$ cat src/rtl/mem_burst_if.sv
// Bus bundle for mem_burst_master: command, write-data stream, read-data stream,
// memory request port and status. The master modport is the burst engine's view.
interface mem_burst_if #(
  parameter int unsigned WIDTH = 32,
  parameter int unsigned ADDR  = 8
);
  logic             cmd_valid;
  logic             cmd_ready;
  logic             cmd_wr;
  logic [ADDR-1:0]  cmd_addr;
  logic [ADDR:0]    cmd_len;
  logic             wr_valid;
  logic             wr_ready;
  logic [WIDTH-1:0] wr_data;
  logic             rd_valid;
  logic             rd_ready;
  logic [WIDTH-1:0] rd_data;
  logic             rd_last;
  logic [ADDR-1:0]  mem_addr;
  logic [WIDTH-1:0] mem_wdata;
  logic             mem_wrbar;
  logic             mem_valid;
  logic             mem_ready;
  logic [WIDTH-1:0] mem_rdata;
  logic             busy;
  logic             done;
  logic             err;

  modport master (
    input  cmd_valid, cmd_wr, cmd_addr, cmd_len, wr_valid, wr_data, rd_ready,
           mem_ready, mem_rdata,
    output cmd_ready, wr_ready, rd_valid, rd_data, rd_last, mem_addr, mem_wdata,
           mem_wrbar, mem_valid, busy, done, err
  );

  modport slave (
    output cmd_valid, cmd_wr, cmd_addr, cmd_len, wr_valid, wr_data, rd_ready,
           mem_ready, mem_rdata,
    input  cmd_ready, wr_ready, rd_valid, rd_data, rd_last, mem_addr, mem_wdata,
           mem_wrbar, mem_valid, busy, done, err
  );
endinterface

$ cat src/rtl/mem_burst_master.sv
// mem_burst_master: turns burst commands into one memory access per beat.
// Write beats are pulled from the wr stream, read beats pushed to the rd stream.
// Optional feature macro: MEM_TIMEOUT_EN (per-beat mem_ready timeout, aborts burst).
module mem_burst_master #(
  parameter int unsigned WIDTH   = 32,
  parameter int unsigned DEPTH   = 256,
  parameter int unsigned ADDR    = 8,
  parameter int unsigned TIMEOUT = 64
) (
  input  logic         clk,
  input  logic         rst,
  mem_burst_if.master  bus
);
  localparam int unsigned LW = ADDR + 1;

  localparam logic [2:0] S_IDLE  = 3'd0;
  localparam logic [2:0] S_FETCH = 3'd1;
  localparam logic [2:0] S_REQ   = 3'd2;
  localparam logic [2:0] S_RESP  = 3'd3;
  localparam logic [2:0] S_DONE  = 3'd4;

  // Elaboration-time sanity check of the configuration
  if (DEPTH != (32'd1 << ADDR) || TIMEOUT == 0) begin : g_cfg_check
    $error("mem_burst_master: DEPTH must equal 2**ADDR and TIMEOUT must be nonzero");
  end

  logic [2:0]       state_q, state_d;
  logic [ADDR-1:0]  addr_q, addr_d;
  logic [LW-1:0]    rem_q, rem_d;
  logic             dir_q, dir_d;
  logic [WIDTH-1:0] wdata_q, wdata_d;
  logic [WIDTH-1:0] rdata_q, rdata_d;
  logic             rd_last_q, rd_last_d;
  logic             cmd_ready_q, cmd_ready_d;
  logic             wr_ready_q, wr_ready_d;
  logic             mem_valid_q, mem_valid_d;
  logic             rd_valid_q, rd_valid_d;
  logic             busy_q, busy_d;
  logic             done_q, done_d;
  logic             err_q, err_d;
  logic             reject;
  logic             abort;

`ifdef MEM_TIMEOUT_EN
  localparam int unsigned TW = $clog2(TIMEOUT + 1);
  logic [TW-1:0] tmo_q, tmo_d;
`endif

  // Next-state, datapath and registered-output decode
  always_comb begin
    state_d   = state_q;
    addr_d    = addr_q;
    rem_d     = rem_q;
    dir_d     = dir_q;
    wdata_d   = wdata_q;
    rdata_d   = rdata_q;
    rd_last_d = rd_last_q;
    reject    = 1'b0;
    abort     = 1'b0;
`ifdef MEM_TIMEOUT_EN
    tmo_d     = '0;
`endif
    case (state_q)
      S_IDLE: begin
        if (bus.cmd_valid && cmd_ready_q) begin
          if (bus.cmd_len == '0 || bus.cmd_len > LW'(DEPTH)) begin
            reject  = 1'b1;
            state_d = S_DONE;
          end else begin
            addr_d  = bus.cmd_addr;
            rem_d   = bus.cmd_len;
            dir_d   = bus.cmd_wr;
            state_d = bus.cmd_wr ? S_FETCH : S_REQ;
          end
        end
      end
      S_FETCH: begin
        if (bus.wr_valid && wr_ready_q) begin
          wdata_d = bus.wr_data;
          state_d = S_REQ;
        end
      end
      S_REQ: begin
        if (mem_valid_q && bus.mem_ready) begin
          rem_d  = rem_q - LW'(1);
          addr_d = addr_q + ADDR'(1);
          if (dir_q) begin
            state_d = (rem_d == '0) ? S_DONE : S_FETCH;
          end else begin
            rdata_d   = bus.mem_rdata;
            rd_last_d = (rem_d == '0);
            state_d   = S_RESP;
          end
        end
`ifdef MEM_TIMEOUT_EN
        else if (tmo_q == TW'(TIMEOUT - 1)) begin
          abort   = 1'b1;
          state_d = S_DONE;
        end else begin
          tmo_d = tmo_q + TW'(1);
        end
`endif
      end
      S_RESP: begin
        if (bus.rd_ready && rd_valid_q) begin
          rd_last_d = 1'b0;
          state_d   = (rem_q == '0) ? S_DONE : S_REQ;
        end
      end
      S_DONE:  state_d = S_IDLE;
      default: state_d = S_IDLE;
    endcase

    cmd_ready_d = (state_d == S_IDLE);
    wr_ready_d  = (state_d == S_FETCH);
    mem_valid_d = (state_d == S_REQ);
    rd_valid_d  = (state_d == S_RESP);
    done_d      = (state_d == S_DONE);
    err_d       = (state_d == S_DONE) && (reject || abort);
    // A rejected command never raises busy
    busy_d      = (state_d != S_IDLE) && !reject;
  end

  // State and output registers, synchronous reset
  always_ff @(posedge clk) begin
    if (rst) begin
      state_q     <= S_IDLE;
      addr_q      <= '0;
      rem_q       <= '0;
      dir_q       <= 1'b0;
      wdata_q     <= '0;
      rdata_q     <= '0;
      rd_last_q   <= 1'b0;
      cmd_ready_q <= 1'b1;
      wr_ready_q  <= 1'b0;
      mem_valid_q <= 1'b0;
      rd_valid_q  <= 1'b0;
      busy_q      <= 1'b0;
      done_q      <= 1'b0;
      err_q       <= 1'b0;
    end else begin
      state_q     <= state_d;
      addr_q      <= addr_d;
      rem_q       <= rem_d;
      dir_q       <= dir_d;
      wdata_q     <= wdata_d;
      rdata_q     <= rdata_d;
      rd_last_q   <= rd_last_d;
      cmd_ready_q <= cmd_ready_d;
      wr_ready_q  <= wr_ready_d;
      mem_valid_q <= mem_valid_d;
      rd_valid_q  <= rd_valid_d;
      busy_q      <= busy_d;
      done_q      <= done_d;
      err_q       <= err_d;
    end
  end

`ifdef MEM_TIMEOUT_EN
  // Per-beat wait counter, cleared whenever not stalled in REQ
  always_ff @(posedge clk) begin
    if (rst) tmo_q <= '0;
    else     tmo_q <= tmo_d;
  end
`endif

  assign bus.cmd_ready = cmd_ready_q;
  assign bus.wr_ready  = wr_ready_q;
  assign bus.rd_valid  = rd_valid_q;
  assign bus.rd_data   = rdata_q;
  assign bus.rd_last   = rd_last_q;
  assign bus.mem_addr  = addr_q;
  assign bus.mem_wdata = wdata_q;
  assign bus.mem_wrbar = dir_q;
  assign bus.mem_valid = mem_valid_q;
  assign bus.busy      = busy_q;
  assign bus.done      = done_q;
  assign bus.err       = err_q;
endmodule

$ cat src/flat_wrapper.sv
// flat-port wrapper written by rule: the top's interface ports become plain ports
module mem_burst_master_flat 
#(
  parameter int unsigned WIDTH   = 32,
  parameter int unsigned DEPTH   = 256,
  parameter int unsigned ADDR    = 8,
  parameter int unsigned TIMEOUT = 64
)
  (clk, rst, bus_cmd_valid, bus_cmd_wr, bus_cmd_addr, bus_cmd_len, bus_wr_valid, bus_wr_data, bus_rd_ready, bus_mem_ready, bus_mem_rdata, bus_cmd_ready, bus_wr_ready, bus_rd_valid, bus_rd_data, bus_rd_last, bus_mem_addr, bus_mem_wdata, bus_mem_wrbar, bus_mem_valid, bus_busy, bus_done, bus_err);
  mem_burst_if #(.WIDTH(WIDTH), .ADDR(ADDR)) bus_i ();
  input  logic clk;
  input  logic rst;
  input wire logic [$bits(bus_i.cmd_valid)-1:0] bus_cmd_valid;
  input wire logic [$bits(bus_i.cmd_wr)-1:0] bus_cmd_wr;
  input wire logic [$bits(bus_i.cmd_addr)-1:0] bus_cmd_addr;
  input wire logic [$bits(bus_i.cmd_len)-1:0] bus_cmd_len;
  input wire logic [$bits(bus_i.wr_valid)-1:0] bus_wr_valid;
  input wire logic [$bits(bus_i.wr_data)-1:0] bus_wr_data;
  input wire logic [$bits(bus_i.rd_ready)-1:0] bus_rd_ready;
  input wire logic [$bits(bus_i.mem_ready)-1:0] bus_mem_ready;
  input wire logic [$bits(bus_i.mem_rdata)-1:0] bus_mem_rdata;
  output wire logic [$bits(bus_i.cmd_ready)-1:0] bus_cmd_ready;
  output wire logic [$bits(bus_i.wr_ready)-1:0] bus_wr_ready;
  output wire logic [$bits(bus_i.rd_valid)-1:0] bus_rd_valid;
  output wire logic [$bits(bus_i.rd_data)-1:0] bus_rd_data;
  output wire logic [$bits(bus_i.rd_last)-1:0] bus_rd_last;
  output wire logic [$bits(bus_i.mem_addr)-1:0] bus_mem_addr;
  output wire logic [$bits(bus_i.mem_wdata)-1:0] bus_mem_wdata;
  output wire logic [$bits(bus_i.mem_wrbar)-1:0] bus_mem_wrbar;
  output wire logic [$bits(bus_i.mem_valid)-1:0] bus_mem_valid;
  output wire logic [$bits(bus_i.busy)-1:0] bus_busy;
  output wire logic [$bits(bus_i.done)-1:0] bus_done;
  output wire logic [$bits(bus_i.err)-1:0] bus_err;
  assign bus_i.cmd_valid = bus_cmd_valid;
  assign bus_i.cmd_wr = bus_cmd_wr;
  assign bus_i.cmd_addr = bus_cmd_addr;
  assign bus_i.cmd_len = bus_cmd_len;
  assign bus_i.wr_valid = bus_wr_valid;
  assign bus_i.wr_data = bus_wr_data;
  assign bus_i.rd_ready = bus_rd_ready;
  assign bus_i.mem_ready = bus_mem_ready;
  assign bus_i.mem_rdata = bus_mem_rdata;
  assign bus_cmd_ready = bus_i.cmd_ready;
  assign bus_wr_ready = bus_i.wr_ready;
  assign bus_rd_valid = bus_i.rd_valid;
  assign bus_rd_data = bus_i.rd_data;
  assign bus_rd_last = bus_i.rd_last;
  assign bus_mem_addr = bus_i.mem_addr;
  assign bus_mem_wdata = bus_i.mem_wdata;
  assign bus_mem_wrbar = bus_i.mem_wrbar;
  assign bus_mem_valid = bus_i.mem_valid;
  assign bus_busy = bus_i.busy;
  assign bus_done = bus_i.done;
  assign bus_err = bus_i.err;
  mem_burst_master #(.WIDTH(WIDTH), .DEPTH(DEPTH), .ADDR(ADDR), .TIMEOUT(TIMEOUT)) u_core (.clk(clk), .rst(rst), .bus(bus_i));
endmodule
$ cat config.mk
export PLATFORM = sky130hd
export DESIGN_NAME = mem_burst_master_flat
export DESIGN_NICKNAME = d
export VERILOG_FILES = /design/src/rtl/mem_burst_if.sv /design/src/rtl/mem_burst_master.sv /design/src/flat_wrapper.sv
export SDC_FILE = /design/constraint.sdc
export NUM_CORES = 1
export LEC_CHECK = 0
export BUFFER_PORTS_ARGS = -buffer_cell sky130_fd_sc_hd__clkbuf_2
export CORE_MARGIN = 4
export CORE_UTILIZATION = 40
export CTS_CLUSTER_DIAMETER = 200
export DETAILED_ROUTE_END_ITERATION = 10
export HOLD_SLACK_MARGIN = 0.05
export PLACE_DENSITY_LB_ADDON = 0.12
export SYNTH_ARGS = -nofsm -noshare
export SYNTH_HDL_FRONTEND = slang
export SYNTH_SLANG_ARGS = --single-unit
$ cat constraint.sdc
create_clock -name clk -period 2.3 [get_ports clk]
set_input_delay 0 -clock clk [delete_from_list [all_inputs] [get_ports clk]]
set_output_delay 0 -clock clk [all_outputs]
set_load 0.005 [all_outputs]
==> summary.md <==
| Metric | Value |
|---|---|
| Status | finished, final reports clean |
| Die W | 107 um |
| Final WL | 12100 um |
| Cell Pwr Density | 560 nW/um2 |
| Placement Cell Area | 4900 um2 |
| Finished Cell Area | 5910 um2 |
| Most used DFF post-synth | dfxtp_1 |
| Crit path to | u_core.bus.cmd_ready |
| First drt pass iteration count | 4 |
| Die height | around 110 um |
| Max_slew headroom | 51.6% |
| CP peak stage delay | 0.44 ns |
| Final setup vio count | 0 |
| Logic pwr share | ~16% |
| Sequential share of power | 50.8% |
| Fin. Hold Viols | 0 |
| Min Tclk post-route | 2.22 ns |
| Sw frac | 26.3% |
| Ant diodes | 0 |
| EDFF count, synth | 0 |
| TNS Setup | 0 ns |
| Starting density of the core | 41.7% |
| Clock Latency Late Sink | approximately 0.35 ns |
| Pin count of the biggest net entering global routing | 57 |
| Most common cell after layout, fill and taps aside | clkbuf_2 |
| Max Slew Vio Count | 0 |
| Overall global routing resource usage | between 20% and 30% |
| Vias/cell | just under 5 |
| Clock Path Buffers | 2 |
| Area growth, synth to finish | 51.3% |
| Worst Skew | 0.0124 ns |
| Final hold slack | around 0.11 ns |
| Seq cells post-synth | 93 |
| R2r startpoint | u_core.rem_q[1] |
| Root Buffer | clkbuf_8 |
| Yosys cell types | 52 |
| Max_cap viols | 0 |
| Required time worst endpoint | 2.55 ns |
| Initial antenna violation count | 0 |
| Async SR Flop Fraction | 0% |
| Psw | 0.870 mW |
| Mapped Area | 3910 um2 |
| Post-Route Utilization | a little over three fifths |
| CTS tree | done |
| # rows | 35 |
| Via count | 4370 |
| Tightest Hold Check Type | input pin to register |
| Fill cell count | 833 |
| Remaining Overflow, GRT | 0 |
| Tcrit/Tclk final | 96.4% |
| Kind of critical path | register to register |
| Reg-to-reg endpoint | u_core.bus.cmd_ready |
| R2R setup slack | between 0.08 and 0.09 ns |
| FF-to-FF path depth | 8 |
| CTS clk-pin slew, worst paths | 0.09 ns |
| Worst Path Arrival | 2.47 ns |
| I/O pin count | between 150 and 200 |
| H-tree lvl count | 3 |
| Core area | ~9400 um2 |
| RSZ-0062 raised after global routing | yes |
| Avg Inst Size Synth | ~7.8 um2 |
| Drt initial violations | 201 |
| Buffers on Ports | 168 |
| Syn_nets | between 500 and 600 |
| DPL Wire Length | 8240 um |
| CTS Buf Count | 9 |
| Most frequent cells in the layout | clkbuf_2, nand2_1, dfxtp_1 |
| Yosys warns | 0 |
| Register area share after synthesis | 47.6% |
| GPL Wtd Cong | 0.868 |
| Layout Nets | 839 |
| Final ANT Viol Nets | 0 |
| Clock power share | approximately 33% |
| Pint | 2.44 mW |
| Crit path cell chain | inv_1 -> ha_1 -> or3b_4 -> or4_4 -> nand3_2 -> nor3_2 -> a31o_4 -> a31o_2 |
| Number of global-route vias before repair | 4243 |
| Crit path launch type | register |
| # DRC | 0 |
| Leak | 2.52 nW |
| First-pass GRT wire length | 19500 um |
| CP max-delay cell | or4_4 |
| Sink Count | 93 |
| Synth Instances | 504 |
| Wire per inst | around 14 um |
| Least-Margin Pin Slew | 0.726 ns |
| Critical path origin | u_core.rem_q[1] |
| DIE AREA | 11400 um2 |
| Largest fanout on the critical path | 6 |
| Final WS setup | 0.0834 ns |
| Dpl ws | 0.118 ns |
| FMAX | about 450 MHz |
| Share of layout cells above drive strength 1 | 28.7% |
| Peak supply drop | 0.000446 V |
| CP endpoint kind | register |
==> timing repair <==
action                                  4_1_cts  5_1_grt
gates resized for setup                       0        2
hold buffers                                 81        0
endpoints found under the setup margin        0        8
buffers inserted                              0        0
endpoints found under the hold margin        81        0
==> synthesized netlist by cell type, types with 2 or more instances <==
| master | instances | share of area, % |
|---|---|---|
| inv_1 | 5 | 0.48 |
| o31ai_1 | 5 | 0.96 |
| nor3_1 | 6 | 0.77 |
| nand3_1 | 5 | 0.64 |
| xor2_1 | 2 | 0.45 |
| a31oi_1 | 5 | 0.80 |
| dfxtp_1 | 93 | 48 |
| nand2_1 | 163 | 16 |
| or3_1 | 4 | 0.64 |
| nand3b_1 | 2 | 0.38 |
| clkbuf_1 | 22 | 2.1 |
| ha_1 | 4 | 1.3 |
| buf_4 | 2 | 0.38 |
| buf_2 | 7 | 0.90 |
| nor2_1 | 23 | 2.2 |
| nor4_1 | 7 | 1.1 |
| nor2b_1 | 2 | 0.32 |
| and3b_1 | 2 | 0.45 |
| or4_4 | 2 | 0.58 |
| a211oi_1 | 2 | 0.38 |
| and3_1 | 5 | 0.80 |
| and2_1 | 4 | 0.64 |
| mux2i_1 | 2 | 0.51 |
| o21ai_0 | 15 | 1.9 |
| nand2b_1 | 5 | 0.80 |
| or2_2 | 2 | 0.32 |
| nor3_2 | 2 | 0.51 |
| a21oi_1 | 82 | 11 |
==> metal layers <==
layer  track usage (%)  vias to the layer above  routed length, um
met5                 0                        -                  0
met4              5.11                        0                158
met3              6.02                       14                872
met2              36.3                      166               5930
met1              25.3                     2011               5170
li1                  -                     2179                  -
==> power groups by stage <==
stage                     clock network (mW)  registers (mW)  logic (mW)
after floorplan                            0            1.71       0.232
after global placement                     0            1.72       0.400
after detailed placement                   0            1.72       0.405
after CTS                               1.15            1.68       0.516
after global routing                    1.22            1.69       0.572
final                                   1.11            1.68       0.522
==> how the worst min path moves through the flow <==
stage / slack (ns) / from / depth (start not counted) / endpoint
6_report: 0.11 / bus_cmd_len[5] / 4 / u_core.rem_q[5]
5_1_grt: 0.12 / bus_cmd_len[5] / 4 / u_core.rem_q[5]
3_5_place_dp: 0.23 / bus_mem_rdata[28] / 3 / u_core.bus.rd_data[28]
2_1_floorplan: 0.14 / bus_wr_data[0] / 2 / u_core.bus.mem_wdata[0]
3_3_place_gp: 0.22 / bus_mem_rdata[5] / 3 / u_core.bus.rd_data[5]
4_1_cts: 0.06 / bus_cmd_len[5] / 4 / u_core.rem_q[5]
==> stage by stage <==
step | instances | power (mW)
floorplan | 504 | 1.94
global route | 881 | 3.48
global placement | 784 | 2.12
detailed placement | 784 | 2.12
CTS | 881 | 3.34
finish | 881 | 3.31
==> kinds of logic (layout without fill, tap and decap cells) <==
kind of cell	count (synthesis)	count (layout)	synth area share, %
xor+xnor	2	2	0.448
fa+ha+maj	4	4	1.28
flops	93	93	47.6
mux	2	2	0.512
buf+inv	39	287	4.48
simple gates	242	242	27.9
compound gates	122	122	17.8
==> sequential cells by signal, summed over array words and instances, names as in the netlist <==
name and count:
u_core.bus.mem_wdata 32, u_core.bus.rd_data 32, u_core.rem_q 9, u_core.bus.mem_addr 8, u_core.state_q 3, u_core.bus.busy 1, u_core.bus.cmd_ready 1, u_core.bus.done 1
u_core.bus.err 1, u_core.bus.mem_valid 1, u_core.bus.mem_wrbar 1, u_core.bus.rd_last 1, u_core.bus.rd_valid 1, u_core.bus.wr_ready 1
==> layout make-up <==
cell class | count | area (um2) | area share, %
multi-input cells | 372 | 1880 | 31.8
flip-flops and latches | 93 | 1860 | 31.5
clock inverters | 6 | 71.3 | 1.21
inverters | 5 | 18.8 | 0.317
clock buffers | 10 | 128 | 2.16
well taps | 129 | 161 | 2.73
repair buffers | 266 | 1790 | 30.3
==> critical path, delay by kind of cell, from the launching register on <==
family,cells,cell delay [ns]
compound gates,2,0.47
fa+ha+maj,1,0.18
buf+inv,1,0.10
flops,1,0.33
simple gates,4,1.04
No activity file was read; power rests on OpenSTA's default activity.
